--- config.mk ---
export PLATFORM = sky130hd
export DESIGN_NAME = score_bcd_accum
export DESIGN_NICKNAME = d
export VERILOG_FILES = /design/src/rtl/score_bcd_accum.sv
export SDC_FILE = /design/constraint.sdc
export NUM_CORES = 1
export LEC_CHECK = 0
export BUFFER_PORTS_ARGS = -buffer_cell sky130_fd_sc_hd__buf_2
export CAP_MARGIN = 20
export CELL_PAD_IN_SITES_DETAIL_PLACEMENT = 0
export CELL_PAD_IN_SITES_GLOBAL_PLACEMENT = 2
export CORE_MARGIN = 4
export CORE_UTILIZATION = 40
export DETAILED_ROUTE_END_ITERATION = 10
export PLACE_DENSITY_LB_ADDON = 0.1
export SYNTH_ARGS = -nofsm -noshare
export SYNTH_HDL_FRONTEND = slang
export SYNTH_SLANG_ARGS = --single-unit
--- constraint.sdc ---
create_clock -name Clk -period 9.3 [get_ports Clk]
set_clock_uncertainty 0.05 [all_clocks]
set_input_delay 0.93 -clock Clk [delete_from_list [all_inputs] [get_ports Clk]]
set_output_delay 0.93 -clock Clk [all_outputs]
set_load 0.1 [all_outputs]
--- src/rtl/score_bcd_accum.sv ---
// Packed-BCD score accumulator: converts an 8-bit binary increment to BCD by
// shift-add-3, then ripples it into the score one decimal digit per cycle.
module score_bcd_accum #(
    parameter int DIGITS = 6
) (
    input  logic                Clk,
    input  logic                Reset,
    input  logic                clear,
    input  logic                add_valid,
    input  logic [7:0]          add_value,
    output logic                add_ready,
    output logic [4*DIGITS-1:0] score_bcd,
    output logic                overflow
);

    localparam int SW = 4 * DIGITS;
    localparam logic [SW-1:0] NINES = {DIGITS{4'h9}};
    localparam logic [3:0] CONV_LAST = 4'd7;
    localparam logic [3:0] ADD_LAST = 4'(DIGITS - 1);

    typedef enum logic [1:0] {
        IDLE = 2'd0,
        CONV = 2'd1,
        ADD  = 2'd2
    } state_t;

    state_t        state_q, state_d;
    logic [3:0]    cnt_q, cnt_d;
    logic [7:0]    bin_q, bin_d;
    logic [11:0]   bcd_q, bcd_d;
    logic [SW-1:0] work_q, work_d;
    logic          carry_q, carry_d;
    logic [SW-1:0] score_q, score_d;
    logic          ovf_q, ovf_d;
    logic [SW-1:0] op_ext;
    logic [4:0]    sum;

    // One double-dabble iteration: bias digits >= 5 by 3, then shift the
    // next binary bit into the BCD field.
    function automatic logic [19:0] dabble_step(input logic [11:0] bcd,
                                                input logic [7:0]  bin);
        logic [11:0] adj;
        adj = '0;
        for (int k = 0; k < 3; k++) begin
            adj[4*k +: 4] = (bcd[4*k +: 4] >= 4'd5) ? bcd[4*k +: 4] + 4'd3
                                                      : bcd[4*k +: 4];
        end
        return {adj, bin} << 1;
    endfunction

    // Decimal digit add: returns {carry_out, digit}.
    function automatic logic [4:0] bcd_digit_add(input logic [3:0] a,
                                                 input logic [3:0] b,
                                                 input logic       cin);
        logic [4:0] s;
        s = {1'b0, a} + {1'b0, b} + {4'b0000, cin};
        if (s > 5'd9) begin
            s = s - 5'd10;
            return {1'b1, s[3:0]};
        end
        return {1'b0, s[3:0]};
    endfunction

    always_ff @(posedge Clk) begin
        if (!Reset) begin
            state_q <= IDLE;
        end else begin
            state_q <= state_d;
        end
    end

    always_comb begin
        state_d = state_q;
        case (state_q)
            IDLE:    if (add_valid) state_d = CONV;
            CONV:    if (cnt_q == CONV_LAST) state_d = ADD;
            ADD:     if (cnt_q == ADD_LAST) state_d = IDLE;
            default: state_d = IDLE;
        endcase
        if (clear) begin
            state_d = IDLE;
        end
    end

    always_comb begin
        add_ready = (state_q == IDLE);
        score_bcd = score_q;
        overflow  = ovf_q;
    end

    always_comb begin
        op_ext = SW'(bcd_q);
    end

    always_comb begin
        cnt_d   = cnt_q;
        bin_d   = bin_q;
        bcd_d   = bcd_q;
        work_d  = work_q;
        carry_d = carry_q;
        score_d = score_q;
        ovf_d   = ovf_q;
        sum     = '0;
        case (state_q)
            IDLE: begin
                if (add_valid) begin
                    bin_d   = add_value;
                    bcd_d   = '0;
                    cnt_d   = '0;
                    carry_d = 1'b0;
                    work_d  = '0;
                end
            end
            CONV: begin
                {bcd_d, bin_d} = dabble_step(bcd_q, bin_q);
                cnt_d = (cnt_q == CONV_LAST) ? 4'd0 : cnt_q + 4'd1;
            end
            ADD: begin
                for (int i = 0; i < DIGITS; i++) begin
                    if (cnt_q == 4'(i)) begin
                        sum = bcd_digit_add(score_q[4*i +: 4], op_ext[4*i +: 4], carry_q);
                        work_d[4*i +: 4] = sum[3:0];
                        carry_d = sum[4];
                    end
                end
                // Score is only ever written here, as a whole, so no partial sum is visible.
                if (cnt_q == ADD_LAST) begin
                    score_d = sum[4] ? NINES : work_d;
                    ovf_d   = ovf_q | sum[4];
                    cnt_d   = '0;
                end else begin
                    cnt_d = cnt_q + 4'd1;
                end
            end
            default: begin
                cnt_d = '0;
            end
        endcase
        if (clear) begin
            cnt_d   = '0;
            bin_d   = '0;
            bcd_d   = '0;
            work_d  = '0;
            carry_d = 1'b0;
            score_d = '0;
            ovf_d   = 1'b0;
        end
    end

    always_ff @(posedge Clk) begin
        if (!Reset) begin
            cnt_q   <= '0;
            bin_q   <= '0;
            bcd_q   <= '0;
            work_q  <= '0;
            carry_q <= 1'b0;
            score_q <= '0;
            ovf_q   <= 1'b0;
        end else begin
            cnt_q   <= cnt_d;
            bin_q   <= bin_d;
            bcd_q   <= bcd_d;
            work_q  <= work_d;
            carry_q <= carry_d;
            score_q <= score_d;
            ovf_q   <= ovf_d;
        end
    end

endmodule

==> out/results.md <==
### Cells and area
- Area growth, synth to finish: 13.5%
- share of the core filled with cells in the final layout: 47.0%
- share of final-layout standard cells stronger than drive strength 1: 13.2%
- antenna cells: 0
- NumNets Final: 611
- non-filler cells in the finished layout: 700

### Setup path
- Buf+Inv Stages, Crit Path: 0
- Critical Path Source Type: flip-flop
- launch instance of the worst register-to-register path: carry_q$_SDFFE_PP0P_
- cells on worst reg2reg path: 10
- sort of element at the end of the critical path: flip-flop
- Arr. time, crit path: 3.98 ns
- category of the most critical setup path: flip-flop to flip-flop
- peak per-stage delay on the critical path: 0.89 ns
- Critical Path Source: carry_q$_SDFFE_PP0P_
- ordered cell list for the critical path: fa_1, fa_1, xnor2_1, ha_1, nor2b_1, a31o_2, o31ai_4, a22o_1, a221oi_2, a31oi_1
- cell type of the slowest stage on the worst timing path: sky130_fd_sc_hd__a221oi_2
- Top Family by Delay on Critical Path: compound AO/OA/AOI/OAI gates
- cell with the most instances on the worst path: sky130_fd_sc_hd__fa_1
- Required @ worst endpoint: 9.42 ns
- reg-to-reg critical path endpoint: score_bcd[19]$_SDFFE_PP0P_
- critical-path maximum fanout: 12
- slack of the worst reg-to-reg path: 5.45 ns

### Routing
- DRC violation total after the first TritonRoute iteration: 207
- Via density: 5.56
- DRC viols: 0
- via count: 3891
- detailed-route wire length: 11500 um
- iteration count of the initial detailed-routing pass: 4
- ANT nets after route: 0
- routed wire length per instance: 16.5 um

### Power
- static leakage power: 1.99 nW
- worst IR drop on VDD: 0.000121 V
- PwrDens: 139 nW/um^2

### Floorplan
- die area: 13100 um^2
- num ports: 38
- placeable core region: 10900 um^2
- initial standard-cell utilization of the core: 41.4%
- number of core rows: 38
- die height: 114 um
- Horiz. Die Dim: 114 um

### STA
- summed negative setup slack over all endpoints: 0 ns
- setup slack after layout: 5.45 ns
- period utilisation layout: 41.5%
- Tmin final: 3.85 ns
- Achievable Freq: 259 MHz
- number of pins with negative max-slew slack in the final report: 0
- number of hold violations in the final report: 0
- total of endpoints with negative setup slack in the final report: 0
- RSZ-0062 raised after global routing: no
- Slew HR: 28.9%
- Worst-Margin Slew: 1.07 ns

### Global routing
- number of antenna violations at the first check in global routing: 0
- number of global-route vias before repair: 3930
- total global routing overflow: 0
- largest net degree at the start of global routing: 46
- total routing resource utilization after global routing: 18.6%
- wire length of the first global-routing pass: 19400 um

### Outcome
- outcome: finished, final reports clean

### Clock network
- clock tree from TritonCTS: yes
- number of clock sinks: 72
- clock transition at the register clock pins on the worst setup and hold paths after CTS: 0.06 ns
- post-CTS setup-driven buffer insertion count: 0
- number of buffers created by CTS: 9
- number of gates resized after CTS: 0
- number of hold buffers added after CTS: 0
- maximum clock insertion buffer count: 2
- total number of H-tree levels: 3
- clock root cell: sky130_fd_sc_hd__clkbuf_16
- clock latency on the worst-skew pair: 0.33 ns

### Yosys
- library cell with the highest instance count after synthesis: sky130_fd_sc_hd__dfxtp_1
- Main synth FF type: sky130_fd_sc_hd__dfxtp_1
- synthesized instance count: 526
- syn_area_per_cell: 8.60 um^2
- number of warnings printed during yosys synthesis: 0
- synthesized cell area: 4520 um^2
- most frequent cells after synthesis: sky130_fd_sc_hd__dfxtp_1 (72), sky130_fd_sc_hd__nor2_1 (47), sky130_fd_sc_hd__nand2_1 (44)
- leading cell types by total area after synthesis: sky130_fd_sc_hd__dfxtp_1 (32%), sky130_fd_sc_hd__ha_1 (10%), sky130_fd_sc_hd__mux2i_1 (4.6%), sky130_fd_sc_hd__o21ai_0 (4.1%), sky130_fd_sc_hd__a21oi_1 (4.0%)
- post-synthesis cell type with the largest combined area: sky130_fd_sc_hd__dfxtp_1
- sequential share of the synthesized area: 31.9%
- number of enable-type register cells in the synthesized netlist: 0
- synthesis-stage register bit count: 72
- area share of the largest cell type after synthesis: 31.9%
- Netlist cell types: 66
- nets in the synthesized netlist: 581
- fraction of registers with async set/reset: 0%

### Worst hold path
- endpoint of the worst hold-timing path: work_q[10]$_SDFFE_PP0P_
- Hold Crit Depth: 2
- Worst Min Path Start: work_q[10]$_SDFFE_PP0P_
- HP Class: flip-flop to flip-flop

### Placement
- placed wire-length estimate after detailed placement: 8420 um
- worst setup timing slack at the placement stage: 5.51 ns
- placer congestion estimate: 0.815
- count of port buffers added during placement: 37
- Placed Cells: 685

### Job
- max_cap viols: 0

==> worst register-to-register path: cells and delay by family, from the launching register on <==
kind / cells / cell delay, ns
xor gates and xnor gates: 1 / 0.27
adders and majority gates: 3 / 1.13
AOI/OAI and AO/OA: 5 / 1.61
DFF: 1 / 0.47
and+or+nand+nor: 1 / 0.16
==> cell type report <==
cell class | count | area (um^2)
fillers | 1136 | 5800
multi-input cells | 409 | 2900
flip-flops and latches | 72 | 1440
clock buffers | 12 | 256
repair buffers | 41 | 215
well taps | 140 | 175
inverters | 23 | 86.3
clock inverters | 3 | 65.1
==> state kept, by name, indices dropped and copies added (netlist names) <==
register	count
bcd_q	12
state_q	2
cnt_q	4
score_bcd	24
carry_q	1
overflow	1
work_q	20
bin_q	8
==> worst max path at each step <==
stage | endpoint | depth (start not counted)
6_report | score_bcd[19]$_SDFFE_PP0P_ | 10
5_1_grt | score_bcd[16]$_SDFFE_PP0P_ | 10
2_1_floorplan | score_bcd[15]$_SDFFE_PP0P_ | 12
3_3_place_gp | score_bcd[11]$_SDFFE_PP0P_ | 10
4_1_cts | score_bcd[19]$_SDFFE_PP0P_ | 10
3_5_place_dp | score_bcd[15]$_SDFFE_PP0P_ | 10
==> layout by cell type (no fill, tap or decap), types with 9 or more instances in the layout <==
cell	count
sky130_fd_sc_hd__nand3_1	19
sky130_fd_sc_hd__buf_2	37
sky130_fd_sc_hd__a211oi_1	9
sky130_fd_sc_hd__xnor2_1	10
sky130_fd_sc_hd__nand2_1	44
sky130_fd_sc_hd__mux2i_1	21
sky130_fd_sc_hd__o21ai_0	37
sky130_fd_sc_hd__a31oi_1	14
sky130_fd_sc_hd__clkbuf_16	9
sky130_fd_sc_hd__nor2b_1	9
sky130_fd_sc_hd__ha_1	37
sky130_fd_sc_hd__a22oi_1	10
sky130_fd_sc_hd__dfxtp_1	72
sky130_fd_sc_hd__a21oi_1	36
sky130_fd_sc_hd__inv_1	23
sky130_fd_sc_hd__nor2_1	47
==> power breakdown <==
part	internal (W)	total [W]	switching, W
registers	0.000310	0.000311	0.000000991
logic	0.00000856	0.0000289	0.0000203
clock network	0.000248	0.000375	0.000128
total	0.000567	0.000716	0.000149
==> logic make-up after synthesis <==
group,count (synthesis),share of synthesized area (%)
and+or+nand+nor,162,17.3
AOI/OAI and AO/OA,163,24.7
buffers and inverters,45,4.18
adders and majority gates,43,12.9
xor gates and xnor gates,19,4.18
DFF,72,31.9
muxes,22,4.89
==> metal layers <==
layer | GRT usage, % | part of all wire [%] | vias up
li1 | - | - | 1969
met1 | 23.6 | 48 | 1853
met2 | 31.7 | 47 | 58
met3 | 4.86 | 4.0 | 11
met4 | 4.51 | 1.1 | 0
met5 | 0 | 0 | -
==> stage by stage <==
stage / hold slack [ns] / power (W) / area, um^2
final: 0.408 / 0.000716 / 5140
after detailed placement: 0.398 / 0.000347 / 4810
after global placement: 0.386 / 0.000347 / 4810
after global routing: 0.427 / 0.000745 / 5140
after CTS: 0.411 / 0.000726 / 5140
after floorplan: 0.374 / 0.000337 / 4520
(Power assumes the default switching activity.)
